**src/rtl/sa_tile_sequencer.sv**
```systemverilog
// Sequences one output-stationary NxN MAC tile: clear, skewed operand feed, drain, row-major readout.
// Optional feature macro SA_SEQ_ABORT_EN adds abort/aborted to cancel a running tile.
`timescale 1ns/1ps
module sa_tile_sequencer #(
  parameter int N     = 8,
  parameter int DW    = 8,
  parameter int ACC_W = 32,
  parameter int KW    = 8
) (
  input  logic                  clk,
  input  logic                  reset,
  input  logic                  start,
  input  logic [KW-1:0]         k_len,
  output logic                  busy,
  output logic                  done,
  input  logic                  op_valid,
  output logic                  op_ready,
  input  logic [N*DW-1:0]       op_act,
  input  logic [N*DW-1:0]       op_wgt,
  output logic                  arr_clear,
  output logic [N*DW-1:0]       arr_act,
  output logic [N*DW-1:0]       arr_wgt,
  output logic [$clog2(N)-1:0]  rd_row,
  output logic [$clog2(N)-1:0]  rd_col,
  input  logic [ACC_W-1:0]      rd_data,
  output logic                  res_valid,
  input  logic                  res_ready,
  output logic [ACC_W-1:0]      res_data,
  output logic                  res_last
`ifdef SA_SEQ_ABORT_EN
  ,
  input  logic                  abort,
  output logic                  aborted
`endif
);

  localparam int IW        = $clog2(N);
  localparam int DRAIN_CYC = 2 * N - 1;
  localparam int DCW       = $clog2(2 * N);

  typedef enum logic [2:0] {S_IDLE, S_CLEAR, S_FEED, S_DRAIN, S_READ} state_t;

  state_t          state_q, state_d;
  logic [KW-1:0]   k_len_q, k_len_d;
  logic [KW-1:0]   beat_q, beat_d;
  logic [DCW-1:0]  drain_q, drain_d;
  logic [IW-1:0]   row_q, row_d, col_q, col_d;
  logic            busy_q, busy_d;
  logic            done_q, done_d;
  logic            op_ready_q, op_ready_d;
  logic            arr_clear_q, arr_clear_d;
  logic            res_valid_q, res_valid_d;
  logic            res_last_q, res_last_d;
  logic            accept, res_hs, abort_hit;

`ifdef SA_SEQ_ABORT_EN
  logic            aborted_q, aborted_d;
  assign abort_hit = abort && (state_q != S_IDLE);
  assign aborted   = aborted_q;
`else
  assign abort_hit = 1'b0;
`endif

  assign accept = op_valid && op_ready_q;
  assign res_hs = res_valid_q && res_ready;

  always_comb begin
    state_d = state_q;
    k_len_d = k_len_q;
    beat_d  = beat_q;
    drain_d = drain_q;
    row_d   = row_q;
    col_d   = col_q;
    done_d  = 1'b0;
    case (state_q)
      S_IDLE: begin
        if (start) begin
          k_len_d = k_len;
          state_d = S_CLEAR;
        end
      end
      S_CLEAR: begin
        beat_d  = '0;
        drain_d = '0;
        state_d = (k_len_q == '0) ? S_DRAIN : S_FEED;
      end
      S_FEED: begin
        if (accept) begin
          beat_d = beat_q + KW'(1);
          if (beat_q + KW'(1) == k_len_q) state_d = S_DRAIN;
        end
      end
      S_DRAIN: begin
        drain_d = drain_q + DCW'(1);
        if (drain_q == DCW'(DRAIN_CYC - 1)) begin
          state_d = S_READ;
          row_d   = '0;
          col_d   = '0;
        end
      end
      S_READ: begin
        if (res_hs) begin
          col_d = col_q + IW'(1);
          if (col_q == IW'(N - 1)) row_d = row_q + IW'(1);
          if (row_q == IW'(N - 1) && col_q == IW'(N - 1)) begin
            state_d = S_IDLE;
            done_d  = 1'b1;
          end
        end
      end
      default: state_d = S_IDLE;
    endcase
    if (abort_hit) begin
      state_d = S_IDLE;
      row_d   = '0;
      col_d   = '0;
    end
`ifdef SA_SEQ_ABORT_EN
    aborted_d = abort_hit;
`endif
    // Outputs are registered copies decoded from the next state.
    busy_d      = (state_d != S_IDLE);
    op_ready_d  = (state_d == S_FEED);
    res_valid_d = (state_d == S_READ);
    res_last_d  = (state_d == S_READ) && (row_d == IW'(N - 1)) && (col_d == IW'(N - 1));
    arr_clear_d = (state_d == S_CLEAR) || abort_hit;
  end

  always_ff @(posedge clk) begin
    if (reset) begin
      state_q     <= S_IDLE;
      k_len_q     <= '0;
      beat_q      <= '0;
      drain_q     <= '0;
      row_q       <= '0;
      col_q       <= '0;
      busy_q      <= 1'b0;
      done_q      <= 1'b0;
      op_ready_q  <= 1'b0;
      arr_clear_q <= 1'b0;
      res_valid_q <= 1'b0;
      res_last_q  <= 1'b0;
`ifdef SA_SEQ_ABORT_EN
      aborted_q   <= 1'b0;
`endif
    end else begin
      state_q     <= state_d;
      k_len_q     <= k_len_d;
      beat_q      <= beat_d;
      drain_q     <= drain_d;
      row_q       <= row_d;
      col_q       <= col_d;
      busy_q      <= busy_d;
      done_q      <= done_d;
      op_ready_q  <= op_ready_d;
      arr_clear_q <= arr_clear_d;
      res_valid_q <= res_valid_d;
      res_last_q  <= res_last_d;
`ifdef SA_SEQ_ABORT_EN
      aborted_q   <= aborted_d;
`endif
    end
  end

  // Lane i sees i stages of delay, so beat t meets PE(r,c) on cycle t+r+c.
  for (genvar i = 0; i < N; i++) begin : g_skew
    logic [DW-1:0] act_in, wgt_in;
    assign act_in = accept ? op_act[i*DW +: DW] : '0;
    assign wgt_in = accept ? op_wgt[i*DW +: DW] : '0;
    if (i == 0) begin : g_direct
      assign arr_act[DW-1:0] = act_in;
      assign arr_wgt[DW-1:0] = wgt_in;
    end else begin : g_pipe
      logic [DW-1:0] act_sr_q [0:i-1];
      logic [DW-1:0] act_sr_d [0:i-1];
      logic [DW-1:0] wgt_sr_q [0:i-1];
      logic [DW-1:0] wgt_sr_d [0:i-1];
      always_comb begin
        for (int s = 0; s < i; s++) begin
          act_sr_d[s] = (s == 0) ? act_in : act_sr_q[(s == 0) ? 0 : s - 1];
          wgt_sr_d[s] = (s == 0) ? wgt_in : wgt_sr_q[(s == 0) ? 0 : s - 1];
          if (abort_hit) begin
            act_sr_d[s] = '0;
            wgt_sr_d[s] = '0;
          end
        end
      end
      always_ff @(posedge clk) begin
        for (int s = 0; s < i; s++) begin
          if (reset) begin
            act_sr_q[s] <= '0;
            wgt_sr_q[s] <= '0;
          end else begin
            act_sr_q[s] <= act_sr_d[s];
            wgt_sr_q[s] <= wgt_sr_d[s];
          end
        end
      end
      assign arr_act[i*DW +: DW] = act_sr_q[i-1];
      assign arr_wgt[i*DW +: DW] = wgt_sr_q[i-1];
    end
  end

  assign busy      = busy_q;
  assign done      = done_q;
  assign op_ready  = op_ready_q;
  assign arr_clear = arr_clear_q || reset;
  assign rd_row    = row_q;
  assign rd_col    = col_q;
  assign res_valid = res_valid_q;
  assign res_data  = res_valid_q ? rd_data : '0;
  assign res_last  = res_last_q;

endmodule
```
**config.mk**
```make
export PLATFORM = sky130hd
export DESIGN_NAME = sa_tile_sequencer
export DESIGN_NICKNAME = d
export VERILOG_FILES = /design/src/rtl/sa_tile_sequencer.sv
export SDC_FILE = /design/constraint.sdc
export NUM_CORES = 1
export LEC_CHECK = 0
export ABC_AREA = 1
export CELL_PAD_IN_SITES_DETAIL_PLACEMENT = 2
export CELL_PAD_IN_SITES_GLOBAL_PLACEMENT = 2
export CORE_MARGIN = 2
export CORE_UTILIZATION = 31
export DETAILED_ROUTE_END_ITERATION = 8
export MAX_ROUTING_LAYER = met4
export PLACE_DENSITY = 0.84
export SYNTH_ARGS = -nofsm -noshare
export SYNTH_HDL_FRONTEND = slang
export SYNTH_SLANG_ARGS = --single-unit
```
**constraint.sdc**
```tcl
create_clock -name clk -period 3 [get_ports clk]
set_clock_uncertainty 0.05 [all_clocks]
set_input_delay 0.6 -clock clk [delete_from_list [all_inputs] [get_ports clk]]
set_output_delay 0.6 -clock clk [all_outputs]
set_load 0.02 [all_outputs]
```
======== Yosys cells after proc, flatten, opt, wreduce, memory -nomap -nowiden ========
Memory sizes are Yosys's and may differ from the RTL's.
Cells that the tools add are included.
storage, ports and cells
  flip-flop bits (word level) ............. 35
  memory bits (writable) .................. 448
  bits of input ports ..................... 173
  output and inout port bits .............. 172
  word-level logic and storage cells ...... 213
  memories ................................ 14
operators by class
  add/sub/neg operators ................... 4
  equality and inequality tests ........... 14
  mux-type cells .......................... 97
  bitwise operators ....................... 56
  reduce and logical (&&, ||, !) cells .... 16
memories
  name                       words  width  read ports  clocked after Yosys merged registers in  write ports  line  text
  g_skew[7].g_pipe.act_sr_q  7      8      7           0                                        7            174   logic [DW-1:0] act_sr_q [0:i-1];
  g_skew[7].g_pipe.wgt_sr_q  7      8      7           0                                        7            176   logic [DW-1:0] wgt_sr_q [0:i-1];
  g_skew[6].g_pipe.act_sr_q  6      8      6           0                                        6            174
  g_skew[6].g_pipe.wgt_sr_q  6      8      6           0                                        6            176
  g_skew[5].g_pipe.act_sr_q  5      8      5           0                                        5            174
  g_skew[5].g_pipe.wgt_sr_q  5      8      5           0                                        5            176
  +8 memories                --     --     --          --                                       --           --
operators with widths
  cell                   count
  $mux W8                73
  $or A1 B1 Y1           54
  $mux W3                11
  $mux W32               1
  $eq A3 B3 Y1 const B   6
  $pmux W8 S2            1
  $reduce_or A8 Y1       2
  $pmux W3 S5            1
  $pmux W3 S2            2
  $eq A3 B2 Y1 const B   3
  $add A8 B1 Y8 const B  1
  $eq A8 B8 Y1           1
  $logic_not A8 Y1       1
  $pmux W4 S2            1
  $mux W1                7
  $add A3 B1 Y3 const B  2
  $eq A3 B1 Y1 const B   2
  $logic_and A1 B1 Y1    5
  $add A4 B1 Y4 const B  1
  $eq A4 B4 Y1 const B   1
  $reduce_and A2 Y1      2
  $reduce_bool A2 Y1     2
  $logic_not A3 Y1       1
  $reduce_bool A3 Y1     1
  4 further kinds        5

======== Depth between registers and ports, before layout ========
  depth in word-level cells ............... 8
  mapped depth ............................ 13
  depth with buffers taken out ............ 13

======== Worst setup path before layout ========
No wires, ideal clock.
  path type ............................... input to output
  start point ............................. input reset
  end point ............................... output arr_clear
  data arrival time ....................... 1286 ps
  data required time ...................... 2350 ps
  path slack .............................. 1064 ps
  cell stages on the path ................. 3
  buffers on the path ..................... 2
  cells stage by stage .................... clkbuf_1 -> clkbuf_1 -> or2_2
between the ends
  cells in the longest elaborated chain, start to end .. 1
RTL lines
  element             line  text
  start, declared     11    input logic reset,
  $logic_or A1 B1 Y1  207   assign arr_clear = arr_clear_q || reset;
  end, declared       20    output logic arr_clear,
Every way passes these cells.

======== Worst setup path in the final report ========
  start point ............................. input op_valid
  end point ............................... output arr_wgt[0]
between the ends
  cells in the longest elaborated chain, start to end .. 2
RTL lines
  element              line  text
  start, declared      16    input logic op_valid,
  $logic_and A1 B1 Y1  64    assign accept = op_valid && op_ready_q;
  $mux W8              169   assign wgt_in = accept ? op_wgt[i*DW +: DW] : '0;
  end, declared        22    output logic [N*DW-1:0] arr_wgt,
Every way passes these cells.

==> impl_metrics.env <==
export IMPL_slowest_delay_ps=630
export IMPL_path_class="input port to output pin"
export IMPL_grt_overflow=0
export IMPL_dpl_worst_slack_ps=48.7
export IMPL_die_y_um=222
export IMPL_dieArea_sq_um=49200
export IMPL_place_port_buffers=344
export IMPL_drive_gt1_frac=0.0463
export IMPL_hold_viol_final=0
export IMPL_endpoint_kind="output pin"
export IMPL_layout_commonest_cell="inv_1"
export IMPL_synth_cell_types=27
export IMPL_synth_area_leaders="dfxtp_1 (66%), inv_1 (14%), nor2_1 (12%), nand2_1 (2.5%), nand3_1 (0.99%)"
export IMPL_cts_tree="built"
export IMPL_htree_levels=2
export IMPL_vdd_drop_max_mv=0.495
export IMPL_r2r_start="beat_q[1]$_SDFFE_PP0P_"
export IMPL_drt_total_wl_mm=44.1
export IMPL_yosys_warnings=0
export IMPL_viasPerCell=4.09
export IMPL_placed_area_sq_um=18800
export IMPL_ys_ff_latch=483
export IMPL_drc_errors=0
export IMPL_seq_area_sq_um=9670
export IMPL_track_usage=0.186
export IMPL_cp_data_required_time_ps=2350
export IMPL_synth_main_ff_cell="dfxtp_1"
export IMPL_r2r_end="busy$_SDFF_PP0_"
export IMPL_finalCritPeriodShare=0.919
export IMPL_worstSetupEndpoint="arr_wgt[0]"
export IMPL_clkLatencyLatePin_ps=590
export IMPL_fin_ws_ps=243
export IMPL_r2r_slack_ps=1140
export IMPL_grt_pass1_wl_mm=70.1
export IMPL_rsz0062_at_grt="no"
export IMPL_status="complete, no violations"
export IMPL_cts_buffers=51
export IMPL_critPathLaunchType="input port"
export IMPL_syn_to_final_growth_pct=39.4
export IMPL_nFillCells=5067
export IMPL_rows=79
export IMPL_antenna_left=0
export IMPL_dp_cells=2655
export IMPL_maxCapViolCount=0
export IMPL_gp_congestion=0.791
export IMPL_groute_layer_met2_usage=0.354
export IMPL_worstPathCellList="clkdlybuf4s50_1 > nand2_2 > nor2_1 > clkdlybuf4s50_1"
export IMPL_clk_pin_slew_ps=60
export IMPL_grt_pass1_vias=12900
export IMPL_met1_usage=0.172
export IMPL_postCtsHoldBufs=0
export IMPL_max_clock_path_buffers=3
export IMPL_setup_tns_ps=0
export IMPL_avgSynthCellArea_sq_um=8.38
export IMPL_power_density_nw_per_um2=662
export IMPL_fmax_mhz=363
export IMPL_first_iter_violations=313
export IMPL_drtPass1Iterations=4
export IMPL_seq_area_frac_synth=0.657
export IMPL_arrival_ps=2110
export IMPL_synth_top_area_cell="dfxtp_1"
export IMPL_grt_max_degree=240
export IMPL_final_nets=2281
export IMPL_timing_worst_slew_pin_value_ps=1170
export IMPL_initial_core_util=0.315
export IMPL_reg2regPathDepth=11
export IMPL_cts_sinks=483
export IMPL_slowest_stage="clkdlybuf4s50_1"
export IMPL_core_sq_um=46800
export IMPL_setup_viol=0
export IMPL_synth_edf_count=0
export IMPL_hold_class="input port to register"
export IMPL_synth_nets=1937
export IMPL_p_leak_nw=8.71
export IMPL_syn_inst=1757
export IMPL_yosysTopAreaCellShare=0.657
export IMPL_crit_path_max_fanout=17
export IMPL_slew_headroom=0.219
export IMPL_routed_via_count=11200
export IMPL_grtUsageMet3=0.0704
export IMPL_cpMostUsedCell="clkdlybuf4s50_1"
export IMPL_layout_common_cells="inv_1 (530), nor2_1 (486), dfxtp_1 (483)"
export IMPL_crit_path_start="op_valid"
export IMPL_final_cell_count_no_fill=2752
export IMPL_async_flop_share=0
export IMPL_busiest_layer="met2"
export IMPL_multi_input_area_sq_um=2820
export IMPL_fin_area_sq_um=20500
export IMPL_syn_area_sq_um=14700
export IMPL_root_buffer="clkbuf_16"
export IMPL_slew_viol_final=0
export IMPL_io_pin_count=345
export IMPL_dp_hpwl_mm=29.2
export IMPL_fin_crit_ps=2760
export IMPL_wl_per_cell_um=16.0
export IMPL_antenna_found_initial=6
export IMPL_fp_dieW_um=222
==> Yosys cell counts (3+ instances only) <==
| cell | number |
|---|---|
| a21oi_1 | 23 |
| buf_1 | 3 |
| buf_2 | 23 |
| clkbuf_1 | 33 |
| dfxtp_1 | 483 |
| ha_1 | 7 |
| inv_1 | 530 |
| nand2_1 | 99 |
| nand2_2 | 4 |
| nand3_1 | 29 |
| nor2_1 | 486 |
| nor2_2 | 3 |
| nor4_1 | 3 |
| o21ai_0 | 12 |
==> cells by family (layout without fill, tap and decap cells) <==
group,count (synthesis),after routing,synth area share
fa+ha+maj,7,7,0.00595
xor+xnor,3,3,0.00179
compound gates,46,46,0.0173
flops,483,483,0.657
simple gates,628,628,0.166
other cells,0,8,0
buf+inv,590,970,0.152
==> repair_timing <==
| action | in CTS | in global routing |
|---|---|---|
| setup buffers | 0 | 0 |
| endpoints found under the setup margin | 0 | 6 |
| endpoints found under the hold margin | 0 | 0 |
| resized for setup | 0 | 1 |
==> power breakdown <==
group,internal (W),leakage (nW),switching (W),total (W)
Combinational,0.000302,3.98,0.000312,0.000614
Clock,0.00381,0.838,0.00262,0.00643
Sequential,0.00649,3.89,0.0000435,0.00653
Total,0.0106,8.71,0.00298,0.0136
==> registers in the layout, indices dropped and copies added, names as in the netlist <==
signal	count
done	1
k_len_q	8
rd_row	3
g_skew.g_pipe.act_sr_q	224
res_last	1
beat_q	8
busy	1
arr_clear_q	1
drain_q	4
g_skew.g_pipe.wgt_sr_q	224
state_q	3
res_valid	1
rd_col	3
op_ready	1
==> final cells by class <==
class,instances,area share
Clock buffer,73,0.0726
Timing Repair Buffer,350,0.172
Multi-Input combinational cell,684,0.137
Clock inverter,16,0.0115
Antenna cell,8,0.000976
Tap cell,607,0.0370
Sequential cell,483,0.471
Inverter,531,0.0972
==> worst max-delay path: cells and delay by family <==
family / cells / cell delay (ps)
buf+inv: 2 / 1110
simple gates: 2 / 400
==> worst min path at each step <==
| stage | from | slack, ps | endpoint | depth (start not counted) |
|---|---|---|---|---|
| final | reset | 250 | g_skew[4].g_pipe.wgt_sr_q[3][4]$_SDFF_PP0_ | 2 |
| after global routing | reset | 240 | g_skew[4].g_pipe.wgt_sr_q[2][4]$_SDFF_PP0_ | 2 |
| after CTS | reset | 220 | g_skew[4].g_pipe.wgt_sr_q[2][4]$_SDFF_PP0_ | 2 |
| after detailed placement | g_skew[6].g_pipe.wgt_sr_q[0][1]$_SDFF_PP0_ | 350 | g_skew[6].g_pipe.wgt_sr_q[0][9]$_SDFF_PP0_ | 2 |
| after global placement | g_skew[6].g_pipe.wgt_sr_q[1][8]$_SDFF_PP0_ | 340 | g_skew[6].g_pipe.wgt_sr_q[2][0]$_SDFF_PP0_ | 2 |
| after floorplan | g_skew[2].g_pipe.act_sr_q[0][0]$_SDFF_PP0_ | 340 | g_skew[2].g_pipe.act_sr_q[1][0]$_SDFF_PP0_ | 2 |
==> layer usage <==
layer	vias up	share of wire
met5	-	0
met4	0	0.025
met3	86	0.081
met2	277	0.54
met1	5337	0.35
li1	5543	-
==> metrics by stage <==
step                hold slack (ps)  utilization  power, W
finish                          250        0.439    0.0136
floorplan                       338            -   0.00691
CTS                             225        0.438    0.0138
global placement                339        0.401   0.00725
detailed placement              348        0.401   0.00729
global route                    242        0.439    0.0142
Power figures use the tool's default switching activity.
